## src/rtl/alu_sequencer.sv

```systemverilog
// alu_sequencer: control-side driver for the 8-bit ALU.
// Takes one decoded ALU-class opcode per handshake and fetches its operand from a register,
// the immediate byte or (HL). It then steers the ALU and commits the result to A, the register
// file or (HL). Flags are always committed in the EXEC cycle.
module alu_sequencer (
    input  logic       i_Clk,
    input  logic       i_Reset,
    input  logic       i_Enable,
    input  logic       i_Instr_Valid,
    input  logic       i_Cb,
    input  logic [7:0] i_Opcode,
    output logic       o_Instr_Ready,
    output logic       o_Done,
    output logic       o_Illegal,
    output logic [2:0] o_Reg_Sel,
    input  logic [7:0] i_Reg_Data,
    output logic       o_Reg_We,
    output logic [7:0] o_Reg_Wdata,
    output logic       o_Mem_Req,
    output logic       o_Mem_We,
    output logic       o_Mem_Addr_Sel,
    output logic [7:0] o_Mem_Wdata,
    input  logic       i_Mem_Ack,
    input  logic [7:0] i_Mem_Rdata,
    output logic [1:0] o_Alu_Read,
    output logic [1:0] o_Alu_Write,
    output logic [7:0] o_Alu_Data,
    output logic [7:0] o_Alu_Opcode,
    output logic [7:0] o_Alu_Parameter,
    output logic [5:0] o_Alu_Function_Control,
    output logic       o_Alu_Save_Flags,
    input  logic [7:0] i_Alu_Result,
    input  logic [7:0] i_Alu_Reg_Data
);

    typedef enum logic [1:0] {StIdle, StFetch, StExec, StWbMem} state_e;

    // Register index encoding: B,C,D,E,H,L,(HL),A = 0..7
    localparam logic [2:0] IdxHl = 3'd6;
    localparam logic [2:0] IdxA  = 3'd7;

    // Function-control encodings
    localparam logic [5:0] FcMain  = 6'b000001;
    localparam logic [5:0] FcRotA  = 6'b011000;
    localparam logic [5:0] FcMisc  = 6'b100000;
    localparam logic [5:0] FcCb    = 6'b001000;

    typedef struct packed {
        logic       legal;
        logic [5:0] fc;
        logic       src_d8;   // operand is the immediate byte at PC
        logic [2:0] src;      // operand register index when not src_d8
        logic       wr;       // result is written back (clear for CP / BIT)
        logic [2:0] dst;      // destination register index
    } dec_t;

    // Classify an opcode into operand source, destination and ALU unit
    function automatic dec_t decode(input logic cb, input logic [7:0] op);
        dec_t d;
        d = '0;
        if (cb) begin
            d.legal = 1'b1;
            d.fc    = FcCb;
            d.src   = op[2:0];
            d.dst   = op[2:0];
            d.wr    = (op[7:6] != 2'b01);
        end else begin
            case (op[7:6])
                2'b10: begin
                    d.legal = 1'b1;
                    d.fc    = FcMain;
                    d.src   = op[2:0];
                    d.dst   = IdxA;
                    d.wr    = (op[5:3] != 3'b111);
                end
                2'b11: begin
                    if (op[2:0] == 3'b110) begin
                        d.legal  = 1'b1;
                        d.fc     = FcMain;
                        d.src_d8 = 1'b1;
                        d.dst    = IdxA;
                        d.wr     = (op[5:3] != 3'b111);
                    end
                end
                2'b00: begin
                    if (op[2:1] == 2'b10) begin
                        d.legal = 1'b1;
                        d.fc    = {3'b000, op[0], 2'b10};
                        d.src   = op[5:3];
                        d.dst   = op[5:3];
                        d.wr    = 1'b1;
                    end else if (op[2:0] == 3'b111) begin
                        d.legal = 1'b1;
                        d.fc    = op[5] ? FcMisc : FcRotA;
                        d.src   = IdxA;
                        d.dst   = IdxA;
                        d.wr    = 1'b1;
                    end
                end
                default: ;
            endcase
        end
        return d;
    endfunction

    state_e     state_q, state_d;
    logic [7:0] opcode_q, opcode_d;
    logic       cb_q, cb_d;
    logic [7:0] operand_q, operand_d;
    logic [7:0] result_q, result_d;

    dec_t       dec;
    logic       mem_src;

    // In IDLE the offered opcode is decoded; afterwards the latched one
    assign dec     = (state_q == StIdle) ? decode(i_Cb, i_Opcode) : decode(cb_q, opcode_q);
    assign mem_src = dec.src_d8 | (dec.src == IdxHl);

    // State and operand/result latches; everything freezes while i_Enable is low
    always_ff @(posedge i_Clk or posedge i_Reset) begin
        if (i_Reset) begin
            state_q   <= StIdle;
            opcode_q  <= 8'h00;
            cb_q      <= 1'b0;
            operand_q <= 8'h00;
            result_q  <= 8'h00;
        end else if (i_Enable) begin
            state_q   <= state_d;
            opcode_q  <= opcode_d;
            cb_q      <= cb_d;
            operand_q <= operand_d;
            result_q  <= result_d;
        end
    end

    // Next-state and all control outputs
    always_comb begin
        state_d                = state_q;
        opcode_d               = opcode_q;
        cb_d                   = cb_q;
        operand_d              = operand_q;
        result_d               = result_q;
        o_Instr_Ready          = 1'b0;
        o_Done                 = 1'b0;
        o_Illegal              = 1'b0;
        o_Reg_Sel              = 3'd0;
        o_Reg_We               = 1'b0;
        o_Reg_Wdata            = 8'h00;
        o_Mem_Req              = 1'b0;
        o_Mem_We               = 1'b0;
        o_Mem_Addr_Sel         = 1'b0;
        o_Mem_Wdata            = 8'h00;
        o_Alu_Read             = 2'b00;
        o_Alu_Write            = 2'b00;
        o_Alu_Data             = 8'h00;
        o_Alu_Opcode           = 8'h00;
        o_Alu_Parameter        = 8'h00;
        o_Alu_Function_Control = 6'b000000;
        o_Alu_Save_Flags       = 1'b0;

        case (state_q)
            StIdle: begin
                o_Instr_Ready = 1'b1;
                if (i_Instr_Valid && i_Enable) begin
                    if (!dec.legal) begin
                        // Dropped with no side effects
                        o_Illegal = 1'b1;
                    end else begin
                        opcode_d = i_Opcode;
                        cb_d     = i_Cb;
                        state_d  = mem_src ? StFetch : StExec;
                    end
                end
            end

            StFetch: begin
                // Immediate comes from PC (advanced externally), otherwise from HL
                o_Mem_Req      = 1'b1;
                o_Mem_Addr_Sel = ~dec.src_d8;
                if (i_Mem_Ack) begin
                    operand_d = i_Mem_Rdata;
                    state_d   = StExec;
                end
            end

            StExec: begin
                o_Alu_Opcode           = opcode_q;
                o_Alu_Function_Control = dec.fc;
                o_Alu_Save_Flags       = 1'b1;
                o_Reg_Sel              = dec.src_d8 ? 3'd0 : dec.src;
                if (mem_src) begin
                    o_Alu_Parameter = operand_q;
                end else if (dec.src == IdxA) begin
                    o_Alu_Read      = 2'b01;
                    o_Alu_Parameter = i_Alu_Reg_Data;
                end else begin
                    o_Alu_Parameter = i_Reg_Data;
                end

                if (dec.wr && (dec.dst == IdxHl)) begin
                    result_d = i_Alu_Result;
                    state_d  = StWbMem;
                end else begin
                    o_Done  = 1'b1;
                    state_d = StIdle;
                    if (dec.wr) begin
                        if (dec.dst == IdxA) begin
                            o_Alu_Write = 2'b01;
                            o_Alu_Data  = i_Alu_Result;
                        end else begin
                            o_Reg_We    = 1'b1;
                            o_Reg_Wdata = i_Alu_Result;
                        end
                    end
                end
            end

            StWbMem: begin
                o_Mem_Req      = 1'b1;
                o_Mem_We       = 1'b1;
                o_Mem_Addr_Sel = 1'b1;
                o_Mem_Wdata    = result_q;
                if (i_Mem_Ack) begin
                    o_Done  = i_Enable;
                    state_d = StIdle;
                end
            end

            default: state_d = StIdle;
        endcase
    end

endmodule

```

## config.mk

```make
export PLATFORM = sky130hd
export DESIGN_NAME = alu_sequencer
export DESIGN_NICKNAME = d
export VERILOG_FILES = /design/src/rtl/alu_sequencer.sv
export SDC_FILE = /design/constraint.sdc
export NUM_CORES = 1
export LEC_CHECK = 0
export ABC_CLOCK_PERIOD_IN_PS = 3000
export BUFFER_PORTS_ARGS = -buffer_cell sky130_fd_sc_hd__buf_4
export CORE_MARGIN = 5
export CORE_UTILIZATION = 31
export DETAILED_ROUTE_END_ITERATION = 10
export GPL_TIMING_DRIVEN = 0
export PLACE_DENSITY = 0.62
export SLEW_MARGIN = 25
export SYNTH_ARGS = -nofsm -noshare
export SYNTH_HDL_FRONTEND = slang
export SYNTH_SLANG_ARGS = --single-unit
```

## constraint.sdc

```tcl
create_clock -name i_Clk -period 3 [get_ports i_Clk]
set_input_delay 0.6 -clock i_Clk [delete_from_list [all_inputs] [get_ports i_Clk]]
set_output_delay 0.6 -clock i_Clk [all_outputs]
set_load 0.02 [all_outputs]
```

* Yosys cells after proc, flatten, opt, wreduce, memory -nomap -nowiden
Cells that the tools add are included.
W data, S select, Z words.
** Word-level totals
- Output and inout bits :: 61
- Register bits after elaboration :: 27
- Word-level logic and storage cells :: 116
** Cells by class
- Reductions and logical operators :: 10
- Bitwise operators :: 2
- Mux-type cells :: 74
- Equality and inequality tests :: 25
** Operators with widths (number)
- $mux W8 :: 15
- $mux W7 :: 12
- $pmux W7 S3 :: 2
- $eq A3 B3 Y1 const B :: 8
- $mux W1 :: 24
- $pmux W4 S3 :: 2
- $mux W6 :: 3
- $eq A2 B2 Y1 const B :: 8
- $mux W15 :: 1
- $mux W2 :: 6
- $pmux W3 S2 :: 2
- $mux W4 :: 2
- $pmux W2 S4 :: 1
- $logic_not A2 Y1 :: 3
- $mux W3 :: 2
- $ne A2 B1 Y1 const B :: 3
- $ne A2 B2 Y1 const B :: 3
- $ne A3 B3 Y1 const B :: 2
- $reduce_and A3 Y1 :: 2
- $reduce_and A5 Y1 :: 1
- $pmux W1 S2 :: 2
- $reduce_and A4 Y1 :: 1
- $eq A2 B1 Y1 const B :: 1
- $logic_and A1 B1 Y1 :: 2
- other kinds (3) :: 3

* Depth between registers and ports, before layout
- Word-level depth :: 12
- Gate-level depth with buffers :: 9

* Worst setup path after synthesis
No wires, ideal clock.
- Kind :: input-to-output
- Start :: input i_Opcode[1]
- End :: output o_Alu_Parameter[0]
- Cell stages on the path :: 8
- Slack :: -0.174 ns
- Arrival :: 2.574 ns
- Path buffers :: 2
- Cell sequence :: clkbuf_1 -> a211o_1 -> o211ai_1 -> a21oi_2 -> and3b_4 -> a211o_1 -> buf_6 -> a221oi_1
** Between the ends
- Cells in the longest elaborated chain, start to end :: 10
- Elaborated cells between the ends (all ways) :: 17
- Classes of those cells :: 5 x eq/ne; 11 x mux; 1 x bitwise
** RTL lines
- from (decl) :: line 11 : input logic [7:0] i_Opcode,
- $eq A3 B3 Y1 :: line 92 : end else if (op[2:0] == 3'b111) begin
- $mux W7 :: line 92
- $mux W7 :: line 86 : if (op[2:1] == 2'b10) begin
- $pmux W3 S2 :: line 68 : case (op[7:6])
- $mux W7 :: line 61 : if (cb) begin
- $mux W15 (*) :: line 116 : assign dec = (state_q == StIdle) ? decode(i_Cb, i_Opcode) : decode(cb_q, opcode_q);
- $eq A3 B3 Y1 (on tied branches) :: line 193, 117
- $mux W8 or $or A1 B1 Y1 (tied branches) :: line 193, 117
- $mux W8 (*) :: line 191 : if (mem_src) begin
- $mux W8 (*) :: line 161 : case (state_q)
- to (decl) :: line 29 : output logic [7:0] o_Alu_Parameter,
Mark *: on every way between the ends. The rest lies on a longest branch, timed or not.

* Final worst setup path
- Start :: register opcode_q[1]
- End :: output o_Alu_Parameter[3]
** Between the ends
- Cells in the longest elaborated chain, start to end :: 10
- Elaborated cells between the ends (all ways) :: 17
- Classes of those cells :: 5 x eq/ne; 11 x mux; 1 x bitwise
** RTL lines
- from (decl) :: line 107 : logic [7:0] opcode_q, opcode_d;
- from (signal assigned) :: line 129 : opcode_q <= opcode_d;
- $eq A3 B3 Y1 :: line 92
- $mux W7 :: line 92
- $mux W7 :: line 86
- $pmux W3 S2 :: line 68
- $mux W7 :: line 61
- $mux W15 (*) :: line 116
- $eq A3 B3 Y1 (on tied branches) :: line 193, 117
- $mux W8 or $or A1 B1 Y1 (tied branches) :: line 193, 117
- $mux W8 (*) :: line 191
- $mux W8 (*) :: line 161
Marked as above.

==> qor.txt <==
Number of top-level design ports: 107
Total of max-cap violations: 0
Flip-flop and latch count after synthesis: 27
Combinational share of power: 74.3%
Buffers from clock root to sink, at most: 2
Final Hold Vio Count: 0
Drt initial violations: 89
Area of placed instances: 3243 um^2
Clock network fraction of design power: 6.7%
Initial Utilization: 32.04%
Number of flops mapped to enable cells by yosys: 0
Leakage power summed over all cells: 1.744 nW
Nets: 439
Layout Cells excl Fill: 491
Internal power consumption: 1.828 mW
Family with the most delay on the worst path: compound AO/OA/AOI/OAI gates
Final setup violation count: 16
Max Clock Skew: 0.003452 ns
Total GRT Usage: 16.73%
Unrepaired setup endpoints after global routing: true
Clock buffer count from CTS: 3
Average cell area after synthesis: 8.603 um^2
Required time of the critical path: 2.40 ns
Post-Place Cells: 474
Longest individual stage delay on the worst path: 0.39 ns
Post-Synthesis Cell Area: 2349 um^2
Endpoint class of the critical path: output port
Kind of critical path: register to output port
Synthesis Warnings: 0
Fraction of registers with async set/reset: 100.0%
Ant. Diodes: 0
Power share of the sequential group: 19.0%
Seq/Total Area, Yosys: 28.77%
Post-Route WL: 8.221 mm
Largest net degree at the start of global routing: 28
Critical path, cell by cell: buf_6, mux2_4, a2111oi_4, a21oi_2, and3b_4, a211o_1, buf_6, a221oi_2, buf_4
Number of clock sinks seen by CTS: 27
PnR worst setup slack: -0.1721 ns
Share of cells above drive strength 1: 53.83%
Number of buffers and inverters on the critical path: 3
Library cell with the highest instance count after synthesis: sky130_fd_sc_hd__dfrtp_1
Largest cells by area after synthesis: sky130_fd_sc_hd__dfrtp_1 29%, sky130_fd_sc_hd__mux2_2 11%, sky130_fd_sc_hd__and2_1 4.8%
Startpoint type of the worst setup path: register
Routability-driven placement congestion ratio: 0.8650
CTS clock-pin slew for the worst setup and hold paths: 0.11 ns
Worst Path Max Fanout: 7
Via count: 2,525
Area delta synth->final: 53.81%
Period Utilization, post-route: 105.7%
Result of the run: finished with violations
Maximum clock rate: 315.2 MHz
Number of buffers inserted by port buffering: 101
Global-route wire length before repair: 13.17 mm
Power dissipated by switching net loads: 1.662 mW
Placeable core region: 7331 um^2
Number of antenna violations at the first check in global routing: 0
Post-route cell area: 3612 um^2
Dominant cell type by count on the critical path: sky130_fd_sc_hd__buf_6
CTS tree: done
Post-synth top flop: sky130_fd_sc_hd__dfrtp_1
Top cell type's share of synthesized area: 28.77%
Number of placement rows: 31
Die Area: 9417 um^2
Worst min-delay path category: primary input to async pin
Number of distinct library cells after synthesis: 57
Commonest cells in the synthesized netlist: 27 x sky130_fd_sc_hd__dfrtp_1, 22 x sky130_fd_sc_hd__mux2_2, 20 x sky130_fd_sc_hd__inv_1, 18 x sky130_fd_sc_hd__and2_1, 18 x sky130_fd_sc_hd__nor2_1
Average detailed-routed wire length per instance: 16.74 um
Number of nets with antenna violations after routing: 0
CTS HTree Levels: 1
Skew-Pair Late Insertion Delay: 0.29 ns
Critical path arrival: 2.57 ns
Power Density: 966.2 nW/um^2
Most area-hungry cell type in the Yosys netlist: sky130_fd_sc_hd__dfrtp_1
Detailed-router iteration count before antenna repair: 4
Failing checks: negative setup slack
Vias in the first global route: 2,626
Cts hold-fix bufs: 0
Clock root cell: sky130_fd_sc_hd__clkbuf_8
Cell with the largest stage delay on the worst path: sky130_fd_sc_hd__dfrtp_1
Gate count of the mapped netlist: 273
Max Slew Vio Count: 0
Total global routing overflow: 0
Overall power of the completed layout: 3.490 mW
Peak ir drop on the vdd network: 0.2599 mV
Mean number of vias per cell: 5.143
Transition time of the tightest slew-check pin: 0.5855 ns
Relative slew margins: 60.55%
Die height: 97.04 um
Half-perimeter wire length of the detailed placement result: 6.162 mm
Net Sw Frac: 47.63%
Min cycle time layout: 3.172 ns
Die X-Extent: 97.04 um
Remaining design rule violation count: 0
## metal layers
metal / vias to the layer above / routed length (um) / global-route usage, %
li1: 1217 / - / -
met1: 1207 / 3536 / 20.36
met2: 90 / 4145 / 30.41
met3: 11 / 412 / 2.878
met4: 0 / 126 / 3.996
met5: - / 0 / 0
## metrics by stage
stage,worst slack [ns],hold WS [ns],setup TNS (ns),util [%]
finish,-0.1721,0.3706,-1.368,49.27
global route,-0.3033,0.4169,-3.247,49.27
CTS,-0.1645,0.3935,-1.188,47.45
detailed placement,-0.3573,0.4746,-6.470,44.24
global placement,-0.3081,0.4618,-5.280,44.24
floorplan,-0.1737,0.4496,-0.3475,-
## final timing paths
| path | start | to | slack (ns) | depth (start not counted) |
|---|---|---|---|---|
| setup reg to reg | opcode_q[7] | result_q[5] | 0.53 | 10 |
| setup / recovery | opcode_q[1] | o_Alu_Parameter[3] | -0.17 | 9 |
| hold / removal | i_Reset | operand_q[4] | 0.37 | 2 |
| min in group i_Clk | result_q[3] | result_q[3] | 0.50 | 1 |
| max in group asynchronous | i_Reset | state_q[1] | 2.21 | 2 |
| hold reg to reg | result_q[3] | result_q[3] | 0.50 | 1 |
## power by group through the flow
stage	combinational, mW	clock, mW	sequential [mW]
4_1_cts	2.42	0.238	0.652
6_report	2.59	0.234	0.662
2_1_floorplan	1.46	0	0.609
5_1_grt	2.78	0.250	0.681
3_5_place_dp	2.16	0	0.652
3_3_place_gp	2.14	0	0.643
## cell type report
cell class,count,area (um^2)
flip-flops and latches,27,676.9
fillers,688,3719
multi-input cells,203,1622
well taps,99,123.9
repair buffers,114,898.4
clock inverters,1,8.758
plain buffers,24,166.4
clock buffers,3,41.29
inverters,20,75.07
## logic make-up after synthesis
group	after synthesis	share of synthesized area [%]
other	1	0.1597
buffers and inverters	44	8.470
and+or+nand+nor	110	27.22
muxes	32	15.08
DFF	27	28.77
AOI/OAI and AO/OA	59	20.30
## repair_timing
| item | in CTS | in global routing |
|---|---|---|
| endpoints found under the setup margin | 35 | 34 |
| setup buffers | 8 | 4 |
| gates cloned | 1 | 0 |
| pin swaps | 16 | 7 |
| hold endpoints to repair | 0 | 0 |
| gates resized for setup | 32 | 40 |
## cells in the final DEF, fill, tap and decap left out, drive strengths merged, types with 3 or more instances in the layout
master / n
dfrtp: 27
nand2b: 7
a211oi: 4
nor2: 18
and2: 18
nor3: 5
o21ai: 11
mux2i: 8
a221oi: 10
nor4: 3
a21oi: 10
nand2: 13
mux2: 24
clkbuf: 16
and3: 17
buf: 125
inv: 21
nand3: 4
nor2b: 4
o211ai: 3
or2: 8
## sequential cells by signal (all words and copies together) (netlist names)
register,flops
operand_q,8
opcode_q,8
result_q,8
cb_q,1
state_q,2
## worst reg2reg max path, cell delays in order, from the launching register on
cell                       delay (ns)
sky130_fd_sc_hd__dfrtp_1         0.40
sky130_fd_sc_hd__buf_4           0.13
sky130_fd_sc_hd__buf_4           0.13
sky130_fd_sc_hd__nor3b_2         0.25
sky130_fd_sc_hd__a211oi_1        0.12
sky130_fd_sc_hd__o22a_2          0.27
sky130_fd_sc_hd__buf_4           0.16
sky130_fd_sc_hd__nor4_1          0.15
sky130_fd_sc_hd__and3_1          0.17
sky130_fd_sc_hd__buf_2           0.23
sky130_fd_sc_hd__mux2_2          0.37
No activity file was read; power rests on OpenSTA's default activity.
